===== config.mk =====
export PLATFORM = sky130hd
export DESIGN_NAME = dvfs_transition_sequencer
export DESIGN_NICKNAME = d
export VERILOG_FILES = /design/src/rtl/dvfs_transition_sequencer.sv
export SDC_FILE = /design/constraint.sdc
export NUM_CORES = 1
export LEC_CHECK = 0
export ABC_AREA = 1
export CAP_MARGIN = 10
export CORE_UTILIZATION = 35
export DETAILED_ROUTE_END_ITERATION = 10
export HOLD_SLACK_MARGIN = 0.15
export PLACE_DENSITY = 0.65
export RECOVER_POWER = 50
export SETUP_SLACK_MARGIN = 0.05
export SLEW_MARGIN = 20
export SYNTH_ARGS = -nofsm -noshare
export SYNTH_HDL_FRONTEND = slang
export SYNTH_SLANG_ARGS = --single-unit

===== constraint.sdc =====
create_clock -name clk_i -period 2.3 [get_ports clk_i]
set_input_delay 0.23 -clock clk_i [delete_from_list [all_inputs] [get_ports clk_i]]
set_output_delay 0.23 -clock clk_i [all_outputs]
set_load 0.01 [all_outputs]

===== src/rtl/dvfs_transition_sequencer.sv =====
// DVFS transition sequencer: glitch-filters the requested (pstate, vcode) target,
// then applies it in a safe order (voltage up before frequency, frequency down
// before voltage), ramping the voltage code one LSB per settle interval.
//
// state      | meaning
// -----------+-----------------------------------------------------------
// S_IDLE     | applied pair matches request (or disabled), waiting
// S_QUALIFY  | candidate target must stay unchanged STABLE_CYCLES cycles
// S_V_UP     | raising cur_vcode one step per VSTEP_CYCLES, freq unchanged
// S_F_SWITCH | freq_sel updated on entry, waiting FREQ_SETTLE cycles
// S_V_DOWN   | lowering cur_vcode one step per VSTEP_CYCLES after freq drop
// S_DONE     | one-cycle completion pulse, transition counter bump
module dvfs_transition_sequencer #(
  parameter int unsigned STABLE_CYCLES = 4,
  parameter int unsigned VSTEP_CYCLES  = 16,
  parameter int unsigned FREQ_SETTLE   = 8
) (
  input  logic        clk_i,
  input  logic        rst_i,
  input  logic        enable_i,
  input  logic [1:0]  target_pstate_i,
  input  logic [2:0]  target_vcode_i,
  output logic [2:0]  cur_vcode_o,
  output logic [1:0]  freq_sel_o,
  output logic        busy_o,
  output logic        done_o,
  output logic [15:0] trans_count_o
);

  typedef enum logic [2:0] {
    S_IDLE,
    S_QUALIFY,
    S_V_UP,
    S_F_SWITCH,
    S_V_DOWN,
    S_DONE
  } state_t;

  localparam logic [7:0] STABLE_LIM  = 8'(STABLE_CYCLES);
  localparam logic [7:0] VSTEP_LAST  = 8'(VSTEP_CYCLES - 1);
  localparam logic [7:0] FSETTLE_LAST = 8'(FREQ_SETTLE - 1);

  state_t      state_q, state_d;
  logic [1:0]  cand_p_q, cand_p_d;
  logic [2:0]  cand_v_q, cand_v_d;
  logic [7:0]  stab_cnt_q, stab_cnt_d;
  logic [1:0]  tgt_p_q, tgt_p_d;
  logic [2:0]  tgt_v_q, tgt_v_d;
  logic [7:0]  timer_q, timer_d;
  logic [2:0]  vcode_q, vcode_d;
  logic [1:0]  freq_q, freq_d;
  logic [15:0] count_q, count_d;

  logic        req_is_applied;
  logic        req_is_cand;
  logic [2:0]  vcode_inc;
  logic [2:0]  vcode_dec;

  assign req_is_applied = ({target_pstate_i, target_vcode_i} == {freq_q, vcode_q});
  assign req_is_cand    = ({target_pstate_i, target_vcode_i} == {cand_p_q, cand_v_q});
  assign vcode_inc      = vcode_q + 3'd1;
  assign vcode_dec      = vcode_q - 3'd1;

  // Next-state and datapath update for the sequencing FSM.
  always_comb begin
    state_d    = state_q;
    cand_p_d   = cand_p_q;
    cand_v_d   = cand_v_q;
    stab_cnt_d = stab_cnt_q;
    tgt_p_d    = tgt_p_q;
    tgt_v_d    = tgt_v_q;
    timer_d    = timer_q + 8'd1;
    vcode_d    = vcode_q;
    freq_d     = freq_q;
    count_d    = count_q;
    case (state_q)
      S_IDLE: begin
        timer_d = 8'd0;
        if (enable_i && !req_is_applied) begin
          cand_p_d   = target_pstate_i;
          cand_v_d   = target_vcode_i;
          stab_cnt_d = 8'd1;
          state_d    = S_QUALIFY;
        end
      end
      S_QUALIFY: begin
        timer_d = 8'd0;
        if (!enable_i || req_is_applied) begin
          state_d = S_IDLE;
        end else if (req_is_cand) begin
          if (stab_cnt_q >= STABLE_LIM) begin
            tgt_p_d = cand_p_q;
            tgt_v_d = cand_v_q;
            if (cand_v_q > vcode_q) begin
              state_d = S_V_UP;
            end else begin
              // Down or frequency-only path: frequency moves first.
              freq_d  = cand_p_q;
              state_d = S_F_SWITCH;
            end
          end else begin
            stab_cnt_d = stab_cnt_q + 8'd1;
          end
        end else begin
          cand_p_d   = target_pstate_i;
          cand_v_d   = target_vcode_i;
          stab_cnt_d = 8'd1;
        end
      end
      S_V_UP: begin
        if (vcode_q >= tgt_v_q) begin
          timer_d = 8'd0;
          freq_d  = tgt_p_q;
          state_d = S_F_SWITCH;
        end else if (timer_q >= VSTEP_LAST) begin
          timer_d = 8'd0;
          vcode_d = vcode_inc;
          if (vcode_inc == tgt_v_q) begin
            // Voltage is final, so the frequency may now be raised.
            freq_d  = tgt_p_q;
            state_d = S_F_SWITCH;
          end
        end
      end
      S_F_SWITCH: begin
        if (timer_q >= FSETTLE_LAST) begin
          timer_d = 8'd0;
          state_d = (vcode_q > tgt_v_q) ? S_V_DOWN : S_DONE;
        end
      end
      S_V_DOWN: begin
        if (vcode_q <= tgt_v_q) begin
          timer_d = 8'd0;
          state_d = S_DONE;
        end else if (timer_q >= VSTEP_LAST) begin
          timer_d = 8'd0;
          vcode_d = vcode_dec;
          if (vcode_dec == tgt_v_q) begin
            state_d = S_DONE;
          end
        end
      end
      S_DONE: begin
        timer_d = 8'd0;
        if (count_q != 16'hFFFF) begin
          count_d = count_q + 16'd1;
        end
        state_d = S_IDLE;
      end
      default: begin
        timer_d = 8'd0;
        state_d = S_IDLE;
      end
    endcase
  end

  // State and datapath registers with synchronous reset.
  always_ff @(posedge clk_i) begin
    if (rst_i) begin
      state_q    <= S_IDLE;
      cand_p_q   <= 2'd0;
      cand_v_q   <= 3'd7;
      stab_cnt_q <= 8'd0;
      tgt_p_q    <= 2'd0;
      tgt_v_q    <= 3'd7;
      timer_q    <= 8'd0;
      vcode_q    <= 3'd7;
      freq_q     <= 2'd0;
      count_q    <= 16'd0;
    end else begin
      state_q    <= state_d;
      cand_p_q   <= cand_p_d;
      cand_v_q   <= cand_v_d;
      stab_cnt_q <= stab_cnt_d;
      tgt_p_q    <= tgt_p_d;
      tgt_v_q    <= tgt_v_d;
      timer_q    <= timer_d;
      vcode_q    <= vcode_d;
      freq_q     <= freq_d;
      count_q    <= count_d;
    end
  end

  assign cur_vcode_o   = vcode_q;
  assign freq_sel_o    = freq_q;
  assign busy_o        = (state_q == S_V_UP) || (state_q == S_F_SWITCH) ||
                         (state_q == S_V_DOWN) || (state_q == S_DONE);
  assign done_o        = (state_q == S_DONE);
  assign trans_count_o = count_q;

endmodule

==> reports/qor.json <==
{
  "run_status": {"value": "complete, no violations"},
  "post_synth_num_cell_types": {"value": 39},
  "overall_power": {"value": 2409, "unit": "uW"},
  "first_pass_iters": {"value": 4},
  "average_routed_wire_per_standard_cell": {"value": 11.18, "unit": "um"},
  "final_common_cell": {"value": "sky130_fd_sc_hd__nand2_1"},
  "num_antenna_cells": {"value": 0},
  "num-nets-final": {"value": 492},
  "antenna_left": {"value": 0},
  "cts_htree_levels": {"value": 2},
  "initial_core_util": {"value": 0.3595},
  "layout-area-overhead-vs-synth": {"value": 18.01, "unit": "%"},
  "antenna_found_initial": {"value": 0},
  "tritoncts.num_buffers": {"value": 5},
  "final_util": {"value": 0.4242},
  "postSynthRegisterBits": {"value": 50},
  "worst-r2r-cell-count": {"value": 12},
  "first_iter_violations": {"value": 132},
  "critical_path_arrival": {"value": 1900, "unit": "ps"},
  "reg2reg_from": {"value": "cur_vcode_o[0]"},
  "area_taken_by_multi_input_logic_gates": {"value": 0.001662, "unit": "sq mm"},
  "cellLeakagePower": {"value": 0.001584, "unit": "uW"},
  "yosys_warns": {"value": 0},
  "die-height": {"value": 93.64, "unit": "um"},
  "final.fill_count": {"value": 856},
  "tns": {"value": 0, "unit": "ps"},
  "die_area": {"value": 0.008768, "unit": "sq mm"},
  "finalWirelength": {"value": 6462, "unit": "um"},
  "die_x": {"value": 93.64, "unit": "um"},
  "layout_setup_ws": {"value": 174.9, "unit": "ps"},
  "ff_latch_area": {"value": 0.001002, "unit": "sq mm"},
  "setup_viol_count_final": {"value": 0},
  "cp-startpoint": {"value": "state_q[1]"},
  "detail_route.drc_violations": {"value": 0},
  "postCtsResizedCells": {"value": 0},
  "coreArea": {"value": 0.008175, "unit": "sq mm"},
  "dp_hpwl": {"value": 4978, "unit": "um"},
  "maxCapViolCount": {"value": 0},
  "worst_slew_margin_rel": {"value": 0.6292},
  "worstSkewPairLatency": {"value": 310, "unit": "ps"},
  "report.final.slew_viol_count": {"value": 0},
  "syn-mean-instance-area": {"value": 6.756, "unit": "sq um"},
  "timing.setup.critical_path_class": {"value": "reg2out"},
  "grt.overflow.total": {"value": 0},
  "hp-class": {"value": "reg2reg"},
  "post_synth_main_area_contributors": {"value": "sky130_fd_sc_hd__dfxtp_1, sky130_fd_sc_hd__nand2_1, sky130_fd_sc_hd__nor2_1"},
  "globalplace.congestion": {"value": 0.8290},
  "grt_pass1_vias": {"value": 2559},
  "final_min_period_over_clock_period": {"value": 0.9239},
  "synth_top_area_frac": {"value": 0.3406},
  "syn_inst": {"value": 435},
  "clock_tree.root_cell": {"value": "sky130_fd_sc_hd__clkbuf_8"},
  "clock.fmax": {"value": 470.6, "unit": "MHz"},
  "worstPathRequired": {"value": 2070, "unit": "ps"},
  "rows": {"value": 33},
  "seq_area_frac_synth": {"value": 0.3406},
  "num_vias": {"value": 2731},
  "worst-path-max-fanout": {"value": 6},
  "grt_usage": {"value": 0.1579},
  "grt_setup_unrepaired": {"value": "no"},
  "clock_tree.buffer_depth": {"value": 2},
  "critPathLaunchType": {"value": "flop"},
  "cts-hold-fix-buffers": {"value": 0},
  "fin_worst_skew": {"value": 9.394, "unit": "ps"},
  "layout.cells.most_common_list": {"value": "sky130_fd_sc_hd__nand2_1, sky130_fd_sc_hd__nor2_1, sky130_fd_sc_hd__inv_1"},
  "synth_largest_area_cell": {"value": "sky130_fd_sc_hd__dfxtp_1"},
  "pwr_density_cell": {"value": 694.5, "unit": "mW/mm^2"},
  "port_buffers": {"value": 30},
  "hold_violations": {"value": 0},
  "post-route-min-period": {"value": 2125, "unit": "ps"},
  "place_ws": {"value": 265.2, "unit": "ps"},
  "worst_hold_path.num_cells": {"value": 2},
  "worst_pin_slew": {"value": 555.6, "unit": "ps"},
  "boundaryPins": {"value": 31},
  "syn_area": {"value": 0.002939, "unit": "sq mm"},
  "clock_sink_count": {"value": 50},
  "share_of_post_route_cells_with_drive_strength_above_1": {"value": 0.1247},
  "cts_setup_buffers": {"value": 0},
  "path_clk_slew": {"value": 100, "unit": "ps"},
  "pin_count_of_the_biggest_net_entering_global_routing": {"value": 19},
  "via_per_inst": {"value": 4.725},
  "power.ir.vdd_worst": {"value": 0.0004591, "unit": "V"},
  "grt_first_pass_wirelength": {"value": 11050, "unit": "um"},
  "setup.worst_path.end_class": {"value": "primary output"},
  "tritoncts": {"value": "done"},
  "hp-start": {"value": "stab_cnt_q[5]"}
}
worst paths after layout:
kind	endpoint	slack [ps]
worst min-delay path	stab_cnt_q[5]	440
worst max register to register	state_q[1]	260
worst max-delay path	busy_o	170
worst min register to register	stab_cnt_q[5]	440
logic make-up (layout without fill, tap and decap cells):
family	count (synthesis)	count (layout)	synth area share
adders and majority gates	12	12	0.05108
and+or+nand+nor	242	242	0.3959
DFF	50	50	0.3406
buffers and inverters	70	105	0.09110
xor gates and xnor gates	5	5	0.01490
other	1	4	0.001276
AOI/OAI and AO/OA	55	55	0.1052
routing by layer:
metal	vias to the layer above	wire length, um	track usage
li1	1450	-	-
met1	1236	3089	0.1887
met2	37	3102	0.2868
met3	8	204	0.02846
met4	0	65	0.04487
met5	-	0	0
layout make-up:
| type | instances | area share |
|---|---|---|
| multi-input combinational | 318 | 0.4791 |
| sequential | 50 | 0.2890 |
| timing repair buffer | 32 | 0.09091 |
| inverter | 65 | 0.07035 |
| tap | 105 | 0.03788 |
| clock buffer | 5 | 0.01984 |
| clock inverter | 3 | 0.01299 |
flip-flops by register name (all words and copies together) (netlist names):
register and cells:
stab_cnt_q 8, tgt_p_q 2, trans_count_o 16, tgt_v_q 3, cand_v_q 3, freq_sel_o 2, cur_vcode_o 3, cand_p_q 2
timer_q 8, state_q 3
stage by stage:
stage	cell area, sq um	hold slack (ps)	instances
after floorplan	2950	343.2	438
after global placement	3373	426.4	570
after detailed placement	3373	429.3	570
after CTS	3487	446.7	578
after global routing	3468	470.5	578
final	3468	444.4	578
synth_stat cells, drive strengths merged:
cell type and count:
nor3b 1, nand3b 1, conb 1, nor3 12
buf 2, nand2 113, dfxtp 50, nand3 36
nand4 3, ha 12, a21oi 27, inv 65
or2 2, o21a 1, nor4 1, clkbuf 3
a31oi 1, nor2 71, o211ai 2, xor2 2
and3 2, o21bai 1, o21ai 22, xnor2 3
o221ai 1
report_power, final:
group	internal, uW	switching (uW)	total [uW]
clock	324	309	632
sequential	931	74.2	1010
combinational	275	496	771
critical path, cell delays in order (launching register included):
cell	delay, ps
sky130_fd_sc_hd__dfxtp_2	380
sky130_fd_sc_hd__nor2_2	120
sky130_fd_sc_hd__inv_2	70
sky130_fd_sc_hd__nor2_4	190
sky130_fd_sc_hd__inv_1	120
sky130_fd_sc_hd__nand2_1	80
sky130_fd_sc_hd__or2_2	100
sky130_fd_sc_hd__clkdlybuf4s50_1	520
Note: power is estimated with default switching activity, not from simulation.
